$ cat src/rtl/spi_loader_pkg.sv
// Shared definitions for the SPI memory loader: FSM state encoding,
// header field positions, default end-of-program marker and a byte swap helper.
package spi_loader_pkg;

  typedef enum logic [2:0] {
    ST_IDLE   = 3'd0,
    ST_HEADER = 3'd1,
    ST_DATA   = 3'd2,
    ST_CHECK  = 3'd3,
    ST_DONE   = 3'd4,
    ST_ERROR  = 3'd5
  } loader_state_e;

  localparam logic [31:0] DEFAULT_END_WORD = 32'h7F87_8000;

  // Header layout: target index in the top nibble, start address in the low bits.
  localparam int HDR_TGT_MSB = 31;
  localparam int HDR_TGT_LSB = 28;
  localparam int HDR_TGT_W   = HDR_TGT_MSB - HDR_TGT_LSB + 1;

  function automatic logic [31:0] byte_swap(input logic [31:0] w);
    return {w[7:0], w[15:8], w[23:16], w[31:24]};
  endfunction

endpackage

$ cat src/rtl/spi_loader_fifo.sv
// Two-entry write FIFO. The head entry is always visible on data_o while
// valid_o is high. A push on a full FIFO is taken only when a pop happens in
// the same cycle; the caller is expected to flag overflow otherwise.
module spi_loader_fifo #(
  parameter int W = 8
) (
  input  logic         clk_i,
  input  logic         rst_i,
  input  logic         push_i,
  input  logic [W-1:0] data_i,
  input  logic         pop_i,
  output logic [W-1:0] data_o,
  output logic         valid_o,
  output logic         full_o
);

  logic [W-1:0] mem_q [2];
  logic         rd_ptr_q;
  logic         wr_ptr_q;
  logic [1:0]   count_q;
  logic         pop_eff;
  logic         push_eff;

  // Qualify pop/push against occupancy so the storage can never be corrupted.
  always_comb begin
    pop_eff  = pop_i && (count_q != 2'd0);
    push_eff = push_i && ((count_q != 2'd2) || pop_eff);
  end

  // Storage, pointers and occupancy count.
  always_ff @(posedge clk_i or posedge rst_i) begin
    if (rst_i) begin
      mem_q[0] <= '0;
      mem_q[1] <= '0;
      rd_ptr_q <= 1'b0;
      wr_ptr_q <= 1'b0;
      count_q  <= 2'd0;
    end else begin
      if (push_eff) begin
        mem_q[wr_ptr_q] <= data_i;
        wr_ptr_q        <= ~wr_ptr_q;
      end
      if (pop_eff) begin
        rd_ptr_q <= ~rd_ptr_q;
      end
      case ({push_eff, pop_eff})
        2'b10:   count_q <= count_q + 2'd1;
        2'b01:   count_q <= count_q - 2'd1;
        default: count_q <= count_q;
      endcase
    end
  end

  // Head entry and status flags.
  always_comb begin
    data_o  = mem_q[rd_ptr_q];
    valid_o = (count_q != 2'd0);
    full_o  = (count_q == 2'd2);
  end

endmodule

$ cat src/rtl/spi_mem_loader.sv
// SPI (mode 0) memory loader. Receives a header word (target + start address)
// followed by data words and an end marker, and issues word writes to one of
// NUM_TARGETS memories through a 2-entry FIFO.
// Write handshake: an entry is transferred on every clk_i cycle where
// wvalid_o and wready_i are both high; wvalid_o, once high, stays high with
// stable waddr_o/wdata_o/wsel_o until that transfer happens.
// Optional feature: define SPI_MEM_LOADER_CHECKSUM_EN to require a checksum
// word (32-bit modular sum of the data words) after the end marker.
module spi_mem_loader
  import spi_loader_pkg::*;
#(
  parameter int          ADDR_WIDTH  = 13,
  parameter int          NUM_TARGETS = 2,
  parameter logic [31:0] END_WORD    = DEFAULT_END_WORD,
  parameter int          BYTE_SWAP   = 1
) (
  input  logic                   clk_i,
  input  logic                   rst_i,
  input  logic                   sck_i,
  input  logic                   sdi_i,
  input  logic                   csb_i,
  output logic                   sdo_o,
  output logic [ADDR_WIDTH-1:0]  waddr_o,
  output logic [31:0]            wdata_o,
  output logic [NUM_TARGETS-1:0] wsel_o,
  output logic                   wvalid_o,
  input  logic                   wready_i,
  output logic                   done_o,
  output logic                   err_o
);

  localparam int FW = ADDR_WIDTH + 32 + NUM_TARGETS;

  loader_state_e          state_q, state_n;
  logic [1:0]             sck_s, sdi_s, csb_s;
  logic                   sck_d, csb_d;
  logic                   sck_rise, csb_fall, csb_rise;
  logic                   sample;
  logic [31:0]            shift_q, word_next;
  logic [4:0]             bit_cnt_q;
  logic                   word_done;
  logic [HDR_TGT_W-1:0]   hdr_tgt;
  logic                   tgt_bad;
  logic [ADDR_WIDTH-1:0]  addr_q;
  logic [NUM_TARGETS-1:0] tgt_oh_q;
  logic                   push_req, overflow, fifo_push, pop, fifo_full;
  logic [31:0]            push_data;
  logic [FW-1:0]          fifo_head;
`ifdef SPI_MEM_LOADER_CHECKSUM_EN
  logic [31:0]            sum_q;
`endif

  // Two-flop synchronizers plus one delay stage for edge detection.
  always_ff @(posedge clk_i or posedge rst_i) begin
    if (rst_i) begin
      sck_s <= '0;
      sdi_s <= '0;
      csb_s <= '0;
      sck_d <= 1'b0;
      csb_d <= 1'b0;
    end else begin
      sck_s <= {sck_s[0], sck_i};
      sdi_s <= {sdi_s[0], sdi_i};
      csb_s <= {csb_s[0], csb_i};
      sck_d <= sck_s[1];
      csb_d <= csb_s[1];
    end
  end

  // Edge detection, word assembly and header decode.
  always_comb begin
    sck_rise  = sck_s[1] && !sck_d;
    csb_fall  = !csb_s[1] && csb_d;
    csb_rise  = csb_s[1] && !csb_d;
    word_next = {shift_q[30:0], sdi_s[1]};
    word_done = sample && (bit_cnt_q == 5'd31);
    hdr_tgt   = word_next[HDR_TGT_MSB:HDR_TGT_LSB];
    tgt_bad   = int'({28'd0, hdr_tgt}) >= NUM_TARGETS;
    push_data = (BYTE_SWAP != 0) ? byte_swap(word_next) : word_next;
    pop       = wvalid_o && wready_i;
    push_req  = (state_q == ST_DATA) && word_done && (word_next != END_WORD);
    overflow  = push_req && fifo_full && !pop;
    fifo_push = push_req && !overflow;
  end

  // FSM state register.
  always_ff @(posedge clk_i or posedge rst_i) begin
    if (rst_i) state_q <= ST_IDLE;
    else       state_q <= state_n;
  end

  // FSM next-state logic; a csb falling edge restarts from any state.
  always_comb begin
    state_n = state_q;
    if (csb_fall) begin
      state_n = ST_HEADER;
    end else begin
      case (state_q)
        ST_IDLE: state_n = ST_IDLE;
        ST_HEADER: begin
          if (csb_rise)       state_n = ST_IDLE;
          else if (word_done) state_n = tgt_bad ? ST_ERROR : ST_DATA;
        end
        ST_DATA: begin
          if (csb_rise) state_n = ST_IDLE;
          else if (word_done) begin
`ifdef SPI_MEM_LOADER_CHECKSUM_EN
            if (word_next == END_WORD) state_n = ST_CHECK;
`else
            if (word_next == END_WORD) state_n = ST_DONE;
`endif
            else if (overflow)         state_n = ST_ERROR;
          end
        end
`ifdef SPI_MEM_LOADER_CHECKSUM_EN
        ST_CHECK: begin
          if (csb_rise)       state_n = ST_IDLE;
          else if (word_done) state_n = (word_next == sum_q) ? ST_DONE : ST_ERROR;
        end
`endif
        ST_DONE:  state_n = ST_DONE;
        ST_ERROR: state_n = ST_ERROR;
        default:  state_n = ST_IDLE;
      endcase
    end
  end

  // FSM outputs: sampling enable and sticky status flags.
  always_comb begin
    sample = (state_q == ST_HEADER || state_q == ST_DATA || state_q == ST_CHECK)
             && !csb_s[1] && sck_rise;
    done_o = (state_q == ST_DONE);
    err_o  = (state_q == ST_ERROR);
    sdo_o  = done_o && !err_o;
  end

  // Shift register, bit counter, write address, target select and checksum.
  always_ff @(posedge clk_i or posedge rst_i) begin
    if (rst_i) begin
      shift_q   <= '0;
      bit_cnt_q <= '0;
      addr_q    <= '0;
      tgt_oh_q  <= '0;
`ifdef SPI_MEM_LOADER_CHECKSUM_EN
      sum_q     <= '0;
`endif
    end else if (csb_fall || csb_rise) begin
      shift_q   <= '0;
      bit_cnt_q <= '0;
`ifdef SPI_MEM_LOADER_CHECKSUM_EN
      if (csb_fall) sum_q <= '0;
`endif
    end else begin
      if (sample) begin
        shift_q   <= word_next;
        bit_cnt_q <= bit_cnt_q + 5'd1;
      end
      if (state_q == ST_HEADER && word_done) begin
        addr_q   <= word_next[ADDR_WIDTH-1:0];
        tgt_oh_q <= NUM_TARGETS'(1) << hdr_tgt;
      end
      if (fifo_push) begin
        addr_q <= addr_q + 1'b1;
`ifdef SPI_MEM_LOADER_CHECKSUM_EN
        sum_q  <= sum_q + word_next;
`endif
      end
    end
  end

  spi_loader_fifo #(.W(FW)) u_fifo (
    .clk_i  (clk_i),
    .rst_i  (rst_i),
    .push_i (fifo_push),
    .data_i ({addr_q, push_data, tgt_oh_q}),
    .pop_i  (pop),
    .data_o (fifo_head),
    .valid_o(wvalid_o),
    .full_o (fifo_full)
  );

  assign {waddr_o, wdata_o, wsel_o} = fifo_head;

endmodule

$ cat config.mk
export PLATFORM = sky130hd
export DESIGN_NAME = spi_mem_loader
export DESIGN_NICKNAME = d
export VERILOG_FILES = /design/src/rtl/spi_loader_pkg.sv /design/src/rtl/spi_loader_fifo.sv /design/src/rtl/spi_mem_loader.sv
export SDC_FILE = /design/constraint.sdc
export NUM_CORES = 1
export LEC_CHECK = 0
export BUFFER_PORTS_ARGS = -buffer_cell sky130_fd_sc_hd__clkbuf_2
export CORE_MARGIN = 2
export CORE_UTILIZATION = 54
export DETAILED_ROUTE_END_ITERATION = 16
export PLACE_DENSITY_LB_ADDON = 0.15
export RECOVER_POWER = 25
export SLEW_MARGIN = 20
export SYNTH_ARGS = -nofsm -noshare
export SYNTH_HDL_FRONTEND = slang
export SYNTH_SLANG_ARGS = --single-unit
$ cat constraint.sdc
create_clock -name clk_i -period 4.05 [get_ports clk_i]
set_clock_uncertainty 0.15 [all_clocks]
set_input_delay 0 -clock clk_i [delete_from_list [all_inputs] [get_ports clk_i]]
set_output_delay 0 -clock clk_i [all_outputs]
set_load 0.005 [all_outputs]
==> impl_metrics.csv <==
group,metric,value,unit
die,io_pins,57,
global_routing,first_global_vias,4987,
place,pre_cts_ws,1.01,ns
pwr,ir_drop,0.336,mV
worst_hold_path,hp-start,"sdi_i",
global_routing,grt_usage,21.7,%
setup_path,worstSetupEndpointType,"flip-flop",
timing,maxSlewHeadroom,-43.5,%
final_layout,fillers,1005,
clock_tree,cts_buffer_depth,2,
final_layout,num-nets-final,650,
setup_path,cp-startpoint,"state_q[2]",
setup_path,crit_type,"reg2reg",
worst_hold_path,min_path_type,"in2reg",
flow_run,drv_cap,1,
die,coreArea,0.0133,mm2
pwr,switching_share,24.7,%
place,hpwl,8960,um
global_routing,grt_max_degree,161,
synth,ys_seq_elements,160,
die,num_rows,42,
pwr,power_frac_comb,8.5,%
synth,synth_warnings,0,
drt,dr.first_iter.drc_count,318,
place,port_buffers,56,
place,place_congestion,0.848,
synth,synthDistinctLibCells,57,
die,start_util,55.4,%
global_routing,grt_pass1_wl,25000,um
setup_path,ff2ff_setup_slack,0.98,ns
final_layout,finalCoreUtilization,63.5,%
drt,routed_wl,14500,um
synth,syn_area_per_cell,12.6,um2
drt,dr.pass1.iters,4,
clock_tree,clock_sink_count,160,
drt,remaining_drc_errors,0,
timing,layout_min_cycle_time,3.07,ns
final_layout,fin_cells,827,
timing,period_share,75.9,%
pwr,clkPwrFrac,42.7,%
synth,synth.net_count,595,
setup_path,critPathRequiredTime,4.20,ns
drt,ant_nets,0,
drt,vias,4692,
final_layout,diodes,0,
setup_path,critPathLaunchType,"flip-flop",
timing,hold_viol,0,
pwr,powerDensity,433,mW/mm2
clock_tree,cts_root_buf,"clkbuf_16",
pwr,power,3.65,mW
place,placedCellCount,790,
pwr,p_sw,0.901,mW
timing,slew_viol_final,161,
synth,synthFlopType,"dfrtp_1",
final_layout,area_delta_synth_final,14.6,%
place,placed_area,0.00782,mm2
final_layout,fin_area,0.00844,mm2
clock_tree,clkTransAtPathRegs,0.06,ns
final_layout,layout_common_cells,"dfrtp_1, mux2_2, nand2_1",
timing,fin_setup_tns,0,ns
synth,async_reset_ff_share,100,%
timing,setup_viol,0,
synth,netlist_area,0.00736,mm2
setup_path,r2r_start,"state_q[2]",
global_routing,antenna_found_initial,0,
final_layout,drive_gt1_share,38.7,%
clock_tree,htreeDepth,4,
outcome,outcome,"finished with violations",
timing,fin_ws,0.977,ns
clock_tree,cts_tree,"done",
pwr,internal_power,2.75,mW
drt,wl_per_cell,17.5,um
final_layout,layout_commonest_cell,"dfrtp_1",
synth,syn_inst,583,
timing,max_clock_freq,325,MHz
setup_path,cp_data_arrival_time,3.22,ns
synth,seq_area_frac_synth,54.4,%
timing,grt_setup_unrepaired,"false",
setup_path,cp_max_fo,47,
die,dieArea,0.0146,mm2
timing,tightest_slew,2.15,ns
drt,via_per_inst,5.67,
die,die_y,121,um
timing,finalHoldWorstSlack,0.0856,ns
pwr,leakage,4.05,nW
clock_tree,numCtsBuffers,17,
global_routing,grt_overflow_total,0,
outcome,violations,"max-capacitance violations, max-slew violations",
clock_tree,clock_latency,0.41,ns
die,die_w,121,um
pwr,pwr-share-seq,48.8,%
synth,synth-edff-count,0,
## sequential cells by signal (all words and copies together) (netlist names), 3 cells and up
signal / cells
addr_q: 13
state_q: 3
bit_cnt_q: 5
u_fifo.mem_q: 94
shift_q: 31
## cells by family (layout without fill, tap and decap cells)
group           Yosys count  in the layout  share of synthesized area (%)
buf+inv                  48            116                           3.13
simple gates            137            137                           9.35
xor+xnor                  8              8                          0.952
mux                     154            154                           24.9
flops                   160            160                           54.4
compound gates           70             70                           6.22
fa+ha+maj                 6              6                           1.02
## what timing repair did
item                      4_1_cts  5_1_grt
hold buffers                    5        0
hold endpoints to repair      165        0
resized for setup               0        0
buffers inserted                0        0
## final timing paths
kind | endpoint | cells after the start
worst max-delay path | u_fifo.mem_q[78] | 8
worst min-delay path | sdi_s[0] | 2
worst max register to register | u_fifo.mem_q[78] | 8
worst min register to register | sdi_s[1] | 0
max in group asynchronous | u_fifo.rd_ptr_q | 4
min in group asynchronous | csb_s[0] | 4
## routing by layer
metal	vias to the layer above	wire length, um	track usage (%)
met3	11	672	4.91
met4	0	145	7.12
li1	2181	-	-
met2	111	6880	33.9
met1	2389	6750	30.2
met5	-	0	0
## critical path: stages (launching register included)
cell and delay (ns):
dfrtp_1 0.51, nor4b_2 0.40, nand3b_1 0.28, a211oi_4 0.27, buf_4 0.28, clkinv_2 0.19, nor2_4 0.14, buf_12 0.32
mux2_2 0.39
## power groups by stage
stage               combinational (mW)  sequential, mW  clock, mW
floorplan                        0.326            1.69          0
global placement                 0.306            1.81          0
finish                           0.310            1.78       1.56
detailed placement               0.310            1.81          0
CTS                              0.315            1.79       1.60
global route                     0.337            1.80       1.66
## Yosys cell counts (2+ instances only)
master | count | area, um2
buf_2 | 3 | 15.0
nand4_1 | 6 | 37.5
xor2_1 | 4 | 35.0
ha_1 | 6 | 75.1
a22oi_1 | 4 | 30.0
a2bb2oi_1 | 8 | 70.1
and4_1 | 4 | 35.0
buf_4 | 4 | 30.0
or3_1 | 2 | 12.5
nand2_1 | 76 | 285
nor4_1 | 3 | 18.8
nand3_1 | 6 | 30.0
or4_1 | 2 | 15.0
mux2_2 | 115 | 1290
mux2_4 | 30 | 450
nor2_1 | 9 | 33.8
nor3_1 | 3 | 15.0
mux2i_1 | 9 | 90.1
and3_1 | 4 | 25.0
clkbuf_1 | 21 | 78.8
buf_6 | 4 | 45.0
xnor2_1 | 4 | 35.0
nor2b_1 | 2 | 12.5
and2_1 | 6 | 37.5
or2_2 | 2 | 12.5
a21oi_1 | 37 | 185
nand3b_1 | 2 | 15.0
o21ai_0 | 4 | 20.0
inv_1 | 13 | 48.8
buf_1 | 2 | 7.51
o22ai_1 | 3 | 18.8
dfrtp_1 | 160 | 4000
## area by class of cell
type	count	area, um2	area share, %
timing repair buffer	70	420	4.98
clock buffer	23	478	5.66
inverter	14	57.6	0.682
clock inverter	9	108	1.28
multi-input combinational	375	3150	37.3
sequential	160	4010	47.5
tap	176	220	2.61
Note: power is estimated with default switching activity, not from simulation.
